## config.mk

```make
export PLATFORM = sky130hd
export DESIGN_NAME = iter_comparator
export DESIGN_NICKNAME = d
export VERILOG_FILES = /design/src/rtl/iter_comparator.sv
export SDC_FILE = /design/constraint.sdc
export NUM_CORES = 1
export LEC_CHECK = 0
export ABC_CLOCK_PERIOD_IN_PS = 2009
export CORE_UTILIZATION = 25
export CTS_BUF_LIST = sky130_fd_sc_hd__clkbuf_4 sky130_fd_sc_hd__clkbuf_8
export CTS_CLUSTER_SIZE = 10
export DETAILED_ROUTE_END_ITERATION = 10
export HOLD_SLACK_MARGIN = 0.12
export SYNTH_ARGS = -nofsm -noshare
export SYNTH_HDL_FRONTEND = slang
export SYNTH_SLANG_ARGS = --single-unit
export TNS_END_PERCENT = 20
```

## constraint.sdc

```tcl
create_clock -name clk -period 2.01 [get_ports clk]
set_clock_uncertainty 0.1 [all_clocks]
set_input_delay 0.402 -clock clk [delete_from_list [all_inputs] [get_ports clk]]
set_output_delay 0.402 -clock clk [all_outputs]
set_load 0.03 [all_outputs]
```

## src/rtl/iter_comparator.sv

```systemverilog
// Iterative MSB-first magnitude comparator. Examines DIGIT bits per cycle,
// stops at the first unequal digit and drives a one-hot less/equal/greater
// result to the RGB LED, which holds until the next compare completes.
module iter_comparator #(
  parameter int unsigned WIDTH = 8,
  parameter int unsigned DIGIT = 2
) (
  input  logic                               clk,
  input  logic                               rst,
  input  logic                               start,
  input  logic                               sgn,
  input  logic [WIDTH-1:0]                   A,
  input  logic [WIDTH-1:0]                   B,
  output logic                               busy,
  output logic                               done,
  output logic [0:2]                         RGB,
  output logic [$clog2(WIDTH/DIGIT):0]       cycles
);

  localparam int unsigned NDig = WIDTH / DIGIT;
  localparam int unsigned CW   = $clog2(NDig) + 1;

  typedef enum logic [1:0] {StIdle, StRun, StDone} state_e;

  state_e           r_state;
  logic [WIDTH-1:0] r_a;
  logic [WIDTH-1:0] r_b;
  logic [CW-1:0]    r_idx;
  logic [0:2]       r_rgb;
  logic [CW-1:0]    r_cycles;

  logic [DIGIT-1:0] w_da;
  logic [DIGIT-1:0] w_db;
  logic [WIDTH-1:0] w_msb;

  // The operands are shifted left each RUN cycle, so the digit under test
  // always sits at the top of the captured registers.
  assign w_da  = r_a[WIDTH-1 -: DIGIT];
  assign w_db  = r_b[WIDTH-1 -: DIGIT];
  // Flipping both sign bits maps two's-complement onto offset binary, which
  // then orders correctly as unsigned. It is applied once, at capture.
  assign w_msb = {1'b1, {(WIDTH-1){1'b0}}};

  assign busy   = (r_state == StRun);
  assign done   = (r_state == StDone);
  assign RGB    = r_rgb;
  assign cycles = r_cycles;

  // Control FSM together with the operand, index and result registers.
  always_ff @(posedge clk) begin
    if (rst) begin
      r_state  <= StIdle;
      r_a      <= '0;
      r_b      <= '0;
      r_idx    <= '0;
      r_rgb    <= 3'b000;
      r_cycles <= '0;
    end else begin
      unique case (r_state)
        StIdle, StDone: begin
          if (start) begin
            r_a     <= sgn ? (A ^ w_msb) : A;
            r_b     <= sgn ? (B ^ w_msb) : B;
            r_idx   <= '0;
            r_state <= StRun;
          end else begin
            r_state <= StIdle;
          end
        end
        StRun: begin
          if (w_da != w_db) begin
            r_rgb    <= (w_da < w_db) ? 3'b100 : 3'b001;
            r_cycles <= r_idx + CW'(1);
            r_state  <= StDone;
          end else if (r_idx == CW'(NDig - 1)) begin
            r_rgb    <= 3'b010;
            r_cycles <= CW'(NDig);
            r_state  <= StDone;
          end else begin
            r_idx <= r_idx + CW'(1);
            r_a   <= r_a << DIGIT;
            r_b   <= r_b << DIGIT;
          end
        end
        default: r_state <= StIdle;
      endcase
    end
  end

endmodule

```

# Word level (Yosys, flattened, before mapping)
# Cells that the tools add are included.
# Widths: inputs -> output; s select.
dict set report word_totals {
  regBits 27
  out_inout_bits 8
  elab_cells 47
}
dict set report op_classes {
  n_addsub 1
  n_lt_le_gt_ge 1
  eq_ne 8
  n_mux 23
  n_bitwise 2
  reduce_logical 6
}
# operator count
set ops {}
lappend ops {{$mux 8} 8}
lappend ops {{$pmux 8 s2} 2}
lappend ops {{$mux 3} 8}
lappend ops {{$ne 2x2->1 const B} 3}
lappend ops {{$pmux 3 s2} 1}
lappend ops {{$mux 2} 2}
lappend ops {{$pmux 2 s2} 1}
lappend ops {{$reduce_and 4->1} 1}
lappend ops {{$reduce_bool 2->1} 2}
lappend ops {{$add 3x1->3 const B} 1}
lappend ops {{$eq 3x2->1 const B} 1}
lappend ops {{$ne 3x1->1 const B} 1}
lappend ops {{$eq 2x1->1 const B} 1}
lappend ops {{$eq 2x2->1 const B} 1}
lappend ops {{$logic_not 2->1} 1}
lappend ops {{$lt 2x2->1} 1}
lappend ops {{$ne 2x2->1} 1}
lappend ops {{$not 1->1} 2}
lappend ops {{$reduce_and 2->1} 1}
lappend ops {{$reduce_or 2->1} 1}
lappend ops {{$mux 1} 1}

# Depth between registers and ports, before layout
# Gate-level depths: netlist of the first run.
dict set report logic_depth {
  word_depth 4
  mapped_depth 7
  mapped_depth_nobuf 5
}

# Least setup slack after synthesis of the first run
# OpenSTA, ideal clock, no wires.
dict set report synth_timing {
  path_type {register to register}
  from {register r_idx[0]}
  to {register r_a[5]}
  setup_time_ps 133
  arrival_ps 1497
  path_slack_ps 279
  stages_incl_launch_ff 7
  period_less_slack_ps 1731
  cell_sequence {dfxtp_1 ha_1 ha_1 nand3b_1 o21ai_1 buf_2 a311oi_1}
}
dict set report synth_between {
  elab_chain_len 3
}
# element line
set synth_lines {}
lappend synth_lines {{from (decl)} 28} ;# logic [CW-1:0] r_idx;
lappend synth_lines {{from (signal assigned)} 80} ;# r_idx <= r_idx + CW'(1);
lappend synth_lines {{$eq 3x2->1} 75} ;# end else if (r_idx == CW'(NDig - 1)) begin
lappend synth_lines {{$ne 2x2->1 (no line)} n/a}
lappend synth_lines {{$reduce_and 4->1 (no line)} n/a}
lappend synth_lines {{to (signal assigned)} 62} ;# r_a <= sgn ? (A ^ w_msb) : A;
lappend synth_lines {{to (signal assigned)} 81} ;# r_a <= r_a << DIGIT;
lappend synth_lines {{to (decl)} 26} ;# logic [WIDTH-1:0] r_a;
# No other way between the ends.
# A chain may end at the register's enable or synchronous reset.

# Worst setup path after layout of the first run
dict set report layout_timing {
  from {register r_state[1]}
  to {output port busy}
}
dict set report layout_between {
  elab_chain_len 1
}
# element line
set layout_lines {}
lappend layout_lines {{from (decl)} 25} ;# state_e r_state;
lappend layout_lines {{from (signal assigned)} 52} ;# r_state <= StIdle;
lappend layout_lines {{from (signal assigned)} 65} ;# r_state <= StRun;
lappend layout_lines {{from (signal assigned)} 67} ;# r_state <= StIdle;
lappend layout_lines {{$eq 2x1->1} 44} ;# assign busy = (r_state == StRun);
lappend layout_lines {{to (decl)} 14} ;# output logic busy,
# No other way between the ends.

==> metrics.md, run 1 <==
| Metric | Value |
|---|---|
| Status | finished, final reports clean |
| Antenna Nets Post-Route | 0 |
| Tmin final | around 1.8 ns |
| Layout Cells excl Fill | 242 |
| Clock buffer depth | 2 |
| Final GP Congestion | between 0.7 and 0.8 |
| Most used flip-flop cell after synthesis | dfxtp_1 |
| Overflow after GRT | 0 |
| Via/cell ratio | 4.657 |
| Die Span Y | 73.52 µm |
| Avg Cell Area, Syn | between 8 and 9 µm² |
| Fin nets | 200 |
| Worst stage delay on the critical path | 0.37 ns |
| CTS H-tree lvls | 1 |
| Main combinational cell family by area after synthesis | compound AO/OA/AOI/OAI gates |
| PwrDens | 846.1 nW/µm² |
| Top post-synthesis cells by area | dfxtp_1 42%, a311oi_1 6.8%, nand2_1 6.8%, a211oi_1 6.5%, a21oi_1 4.3% |
| Adder-Cell Fraction of Synth Area | 0.03914 |
| First-pass GRT wire length | around 5.2 mm |
| Hold Fails Final Rpt | 0 |
| Max Slew Vio Count | 0 |
| Die area | 5405 µm² |
| DR DRC count | 0 |
| Max-cap violations | 0 |
| Placed Cells | roughly 240 |
| Synth Area in Simple Gates | 0.1663 |
| Slew Limit Headroom | 0.7572 |
| Reg2Reg Depth | 6 |
| Top-area cell type share of the netlist area | 0.4227 |
| #FFs+latches synth | 27 |
| IO Pins | 28 |
| Crit path kind | flip-flop to primary output |
| Final setup vio count | 0 |
| Mux contribution to synthesized area | 0.01566 |
| Worst Max-Slew Pin Slew | between 0.3 and 0.4 ns |
| DRT Wirelength | about 3.2 mm |
| Drt pass-1 iters | 4 |
| RSZ-0062 raised after global routing | no |
| Share of post-route cells with drive strength above 1 | 0.1086 |
| YS warnings | 0 |
| EDFF count, synth | 0 |
| Register-to-register setup slack | 0.21 ns |
| Clk sink count | 27 |
| Most frequent cells in the layout | 27 x dfxtp_1, 25 x clkdlybuf4s50_1, 23 x nand2_1, 12 x buf_4 |
| WP data arrival | ~1.3 ns |
| CP max stage cell | dfxtp_1 |
| Number of antenna violations at the first check in global routing | 0 |
| # rows | 25 |
| Largest net degree at the start of global routing | 28 |
| CTS tree | built |
| Via count | 1,127 |
| Number of setup buffers added after CTS | 0 |
| # diodes | 0 |
| Setup TNS | 0 ns |
| Yosys cell types | 31 |
| XOR/XNOR Fraction of Synth Area | 0.01370 |
| Cts bufs inserted | 3 |
| Worst path cell trace | nand2b_1 -> inv_4 -> buf_4 |
| Starting DRT DRC Count | slightly below 100 |
| Peak fanout along the critical path | 13 |
| Vias in the first global route | 1,075 |
| WHS Path Cells | 2 |
| Maximum vdd drop | ~460 µV |
| Highest clock rate | around 540 MHz |
| Final Cycle Share | 0.9170 |
| Sequential share of the synthesized area | 0.4227 |
| Worst-path clk slew | about 0.090 ns |
| Root buffer cell | clkbuf_8 |
| Synthesized area | about 1300 µm² |
| Commonest non-fill, non-tap cell in the layout | dfxtp_1 |
| Leakage | ~0.64 nW |
| GRT Util Overall | 0.1262 |
| HPWL Detailed | between 2 and 2.5 mm |
| Syn Inst Count | around 150 |
| Hold buffers post-CTS | 0 |
| Starting density of the core | 0.2655 |
| Hold/Removal Path Class | flip-flop to flip-flop |
| Die Width | roughly 74 µm |
| Clk Latency, worst-skew pair | ~0.27 ns |
| CP required | roughly 1.5 ns |
| Core Area | 4817 µm² |
| Async SR Flop Fraction | 0 |
| Area leader, netlist | dfxtp_1 |
| Area Overhead vs Synth | 33.17% |
| Synthesized net count | roughly 170 |
| WL/cell | approximately 13 µm |
| CP Capture Type | primary output |
| Buffers on Ports | 27 |
| Worst Setup Start Kind | flip-flop |
| Compound-Gate Fraction of Synth Area | 0.2720 |
[stage by stage]
step | setup slack, ns | cell area [µm²] | utilization | power, W | hold slack, ns
after global placement | 0.2453 | 1652 | 0.3429 | 0.001138 | 0.3600
after detailed placement | 0.2189 | 1652 | 0.3429 | 0.001138 | 0.3633
after global routing | 0.02199 | 1703 | 0.3535 | 0.001530 | 0.4045
after CTS | 0.01745 | 1700 | 0.3530 | 0.001464 | 0.3763
after floorplan | 0.2793 | 1279 | - | 0.0009482 | 0.3380
final | 0.1669 | 1703 | 0.3535 | 0.001441 | 0.3683
[cell usage after synthesis (3+ instances only)]
| cell | instances |
|---|---|
| a211oi_1 | 11 |
| ha_1 | 4 |
| nor2b_1 | 3 |
| a311oi_1 | 10 |
| buf_2 | 6 |
| a21oi_1 | 11 |
| o21ai_0 | 3 |
| o211ai_1 | 5 |
| nand2b_1 | 3 |
| nand2_1 | 23 |
| inv_1 | 6 |
| clkbuf_1 | 4 |
| dfxtp_1 | 27 |
| nand3_1 | 5 |
[path summary, 6_finish.rpt]
check,from,endpoint
setup / recovery,r_state[1],busy
hold / removal,r_b[7],r_b[7]
setup reg to reg,r_idx[0],r_b[5]
hold reg to reg,r_b[7],r_b[7]
[final cells by class]
class / count / area (µm²)
fillers: 524 / 3114
multi-input cells: 99 / 648.1
clock buffers: 4 / 48.80
well taps: 67 / 83.83
flip-flops and latches: 27 / 540.5
inverters: 7 / 28.78
repair buffers: 38 / 352.8
[cell families (layout without fill, tap and decap cells)]
group / after synthesis / in the layout
compound gates: 48 / 48
simple gates: 43 / 43
flops: 27 / 27
buf+inv: 19 / 49
fa+ha+maj: 4 / 4
xor+xnor: 2 / 2
mux: 2 / 2
[worst max-delay path: cells and delay by family (launching register included)]
kind          cells  cell delay [ns]
flops             1             0.37
buf+inv           2             0.35
simple gates      1             0.34
[layer usage]
layer | wire length, µm | track usage
met3 | 117 | 0.03018
met5 | 0 | 0
met1 | 1621 | 0.1717
met4 | 17 | 0.02564
met2 | 1411 | 0.2029
[repair_timing]
item / in CTS / in global routing
endpoints found under the hold margin: 0 / 0
resized for setup: 0 / 1
endpoints found under the setup margin: 0 / 1
[state kept, by name (all words and copies together) (netlist names)]
| register | flops |
|---|---|
| r_b | 8 |
| r_idx | 3 |
| cycles | 3 |
| r_a | 8 |
| RGB | 3 |
| r_state | 2 |
[power breakdown]
part	leakage (nW)	total [W]	internal, W	switching (W)
registers	0.222	0.000633	0.000597	0.0000360
logic	0.393	0.000492	0.000218	0.000274
clock network	0.0262	0.000316	0.000155	0.000161
total	0.640	0.00144	0.000970	0.000471
(Power assumes the default switching activity.)
==> run 2: changes to the inputs <==
- ABC_AREA: not set -> 1
- MAX_ROUTING_LAYER: not set -> met4
==> run 2 against run 1 <==
Clock-buffer cell count down 1. Final cell count is 19% higher. Combinational power fell by 2%. Synthesized area up 7.1%. Largest power group unchanged. Wire length down 12%.
==> metrics.md, run 2 <==
| Metric | Value |
|---|---|
| GRT Util Overall | 0.1090 |
| Fin nets | about 240 |
| Top post-synthesis cells by area | dfxtp_1 39%, nand2_1 16%, nand3_1 8.0%, inv_1 6.6%, o21ai_2 5.8% |
| Worst setup slack after layout | about 0.22 ns |
| RSZ-0062 raised after global routing | no |
| # diodes | 0 |
| Most used flip-flop cell after synthesis | dfxtp_1 |
| Avg Cell Area, Syn | 7.366 µm² |
| Maximum vdd drop | about 340 µV |
| Yosys cell types | 21 |
| Buffers on Ports | 27 |
| Root buffer cell | clkbuf_8 |
| EDFF count, synth | 0 |
| Crit path kind | flip-flop to primary output |
| Sequential share of the synthesized area | 0.3945 |
| CTS H-tree lvls | 1 |
| Share of post-route cells with drive strength above 1 | 0.1429 |
| Layout Cells excl Fill | 287 |
| Worst Hold Slack | 0.3606 ns |
| Via count | 1,174 |
| Max-cap violations | 0 |
| FILL cells | about 600 |
| Leakage | ~0.81 nW |
| Async SR Flop Fraction | 0 |
| Peak fanout along the critical path | 3 |
| Cts bufs inserted | 3 |
| Final GP Congestion | approximately 0.69 |
| Clk Latency, worst-skew pair | between 0.2 and 0.3 ns |
| Hold Fails Final Rpt | 0 |
| PwrDens | 810.7 nW/µm² |
| Final setup vio count | 0 |
| YS warnings | 0 |
| Setup TNS | 0 ns |
| #FFs+latches synth | 27 |
| Status | finished, final reports clean |
| Number of setup buffers added after CTS | 0 |
| Tmin final | 1.790 ns |
| Die Span Y | around 76 µm |
| Starting DRT DRC Count | 36 |
| Starting density of the core | 0.2632 |
| Most common cell in the netlist | nand2_1 |
| Max Slew Vio Count | 0 |
| Most frequent cells in the layout | 57 x nand2_1, 27 x dfxtp_1, 25 x clkdlybuf4s50_1, 24 x inv_1, 22 x nand3_1 |
| HPWL Detailed | about 2.0 mm |
| CP required | approximately 1.5 ns |
| Commonest cells in the netlist | 57 x nand2_1, 27 x dfxtp_1, 24 x inv_1 |
| Area Overhead vs Synth | 29.22% |
| DRT Wirelength | about 2.8 mm |
| Placed Cells | between 200 and 300 |
| Slew Limit Headroom | 0.7649 |
| Synthesized area | between 1000 and 1500 µm² |
| CTS tree | built |
| Clk sink count | 27 |
| Clock buffer depth | 2 |
| Number of antenna violations at the first check in global routing | 0 |
| IO Pins | 28 |
| Final Cycle Share | 0.8907 |
| Die Width | around 76 µm |
| Vias in the first global route | ~1,100 |
| CP Capture Type | primary output |
| Syn Inst Count | between 150 and 200 |
| WL/cell | approximately 9.7 µm |
| DP Worst Slack | 0.2281 ns |
| Largest net degree at the start of global routing | 20 |
| Worst-path clk slew | 0.09 ns |
| Overflow after GRT | 0 |
| Synthesized net count | 210 |
| Die area | approximately 5800 µm² |
| Worst Max-Slew Pin Slew | ~0.35 ns |
| Highest clock rate | 558.5 MHz |
| Top-area cell type share of the netlist area | 0.3945 |
| Worst Setup Start Kind | flip-flop |
| Via/cell ratio | between 4 and 5 |
| Commonest non-fill, non-tap cell in the layout | nand2_1 |
| Hold/Removal Path Class | flip-flop to flip-flop |
| Drt pass-1 iters | 4 |
| Antenna Nets Post-Route | 0 |
| Area leader, netlist | dfxtp_1 |
| First-pass GRT wire length | between 4 and 5 mm |
| Largest regs | r_a x8, r_b x8 |
| # rows | 26 |
| Post-route core utilization | 0.3401 |
| WP data arrival | around 1.3 ns |
| DR DRC count | 0 |
| Core Area | between 5000 and 6000 µm² |
## run 2: cell types whose count changed after synthesis, sizes merged, moves of 5 or more
cell,before,now
a21oi,11,4
nand2,23,60
clkbuf,5,0
o211ai,5,0
inv,7,26
nor2,1,11
a311oi,10,0
a211oi,11,0
nand3,5,25
o21ai,4,21
## run 2: worst paths after layout
kind	end	start	slack, ns	cells past startpoint
min	cycles[0]	cycles[0]	0.36	2
max reg2reg	r_a[3]	r_idx[0]	0.31	8
min reg2reg	cycles[0]	cycles[0]	0.36	2
max	done	r_state[1]	0.22	3
## run 2: logic make-up after synthesis
| kind of cell | Yosys count | synth area share |
|---|---|---|
| AND/OR/NAND/NOR | 96 | 0.3306 |
| AO/OA/AOI/OAI | 26 | 0.1215 |
| buffers and inverters | 33 | 0.1169 |
| adder cells (fa/ha/maj) | 4 | 0.03653 |
| flip-flops | 27 | 0.3945 |
## run 2: power by group
group	internal (W)	switching (W)	total (W)
logic	0.000190	0.000293	0.000484
clock network	0.000139	0.000166	0.000305
registers	0.000607	0.0000396	0.000646
total	0.000936	0.000499	0.00144
## run 2: stage by stage
stage / area, µm² / power, W
floorplan: 1370 / 0.001014
global placement: 1727 / 0.001149
detailed placement: 1727 / 0.001156
CTS: 1770 / 0.001464
global route: 1770 / 0.001548
finish: 1770 / 0.001435
## run 2: cell type report
cell class	count	area [µm²]	share of cell area
Multi-Input combinational cell	126	669.4	0.3781
Sequential cell	27	540.5	0.3053
Timing Repair Buffer	33	325.3	0.1837
Inverter	27	101.3	0.05724
Tap cell	70	87.58	0.04947
Clock buffer	3	41.29	0.02332
Clock inverter	1	5.005	0.002827
## run 2: repair_timing
action | 4_1_cts | 5_1_grt
setup endpoints to repair | 2 | 0
hold buffers | 0 | 0
gates resized for setup | 2 | 0
## run 2: critical path, cell delays in order (launching register included)
cell           delay, ns
dfxtp_1             0.47
inv_2               0.07
nor2_1              0.08
dlygate4sd2_1       0.40
## run 2: metal layers
metal / share of wire / vias up / track usage
li1: - / 647 / -
met5: 0 / - / -
met2: 0.49 / 21 / 0.1818
met1: 0.47 / 504 / 0.1301
met3: 0.035 / 2 / 0.02874
met4: 0.0061 / 0 / 0.02885
==> run 3: changes to the inputs <==
- MAX_ROUTING_LAYER: met4 -> not set
==> results of run 3 <==
No change in the layout: final DEF, timing and power equal those of run 2.
Main changes from that run: final weighted congestion in routability-driven placement 0.6873 -> 0.6804; overall routing resource usage 0.1090 -> 0.1060
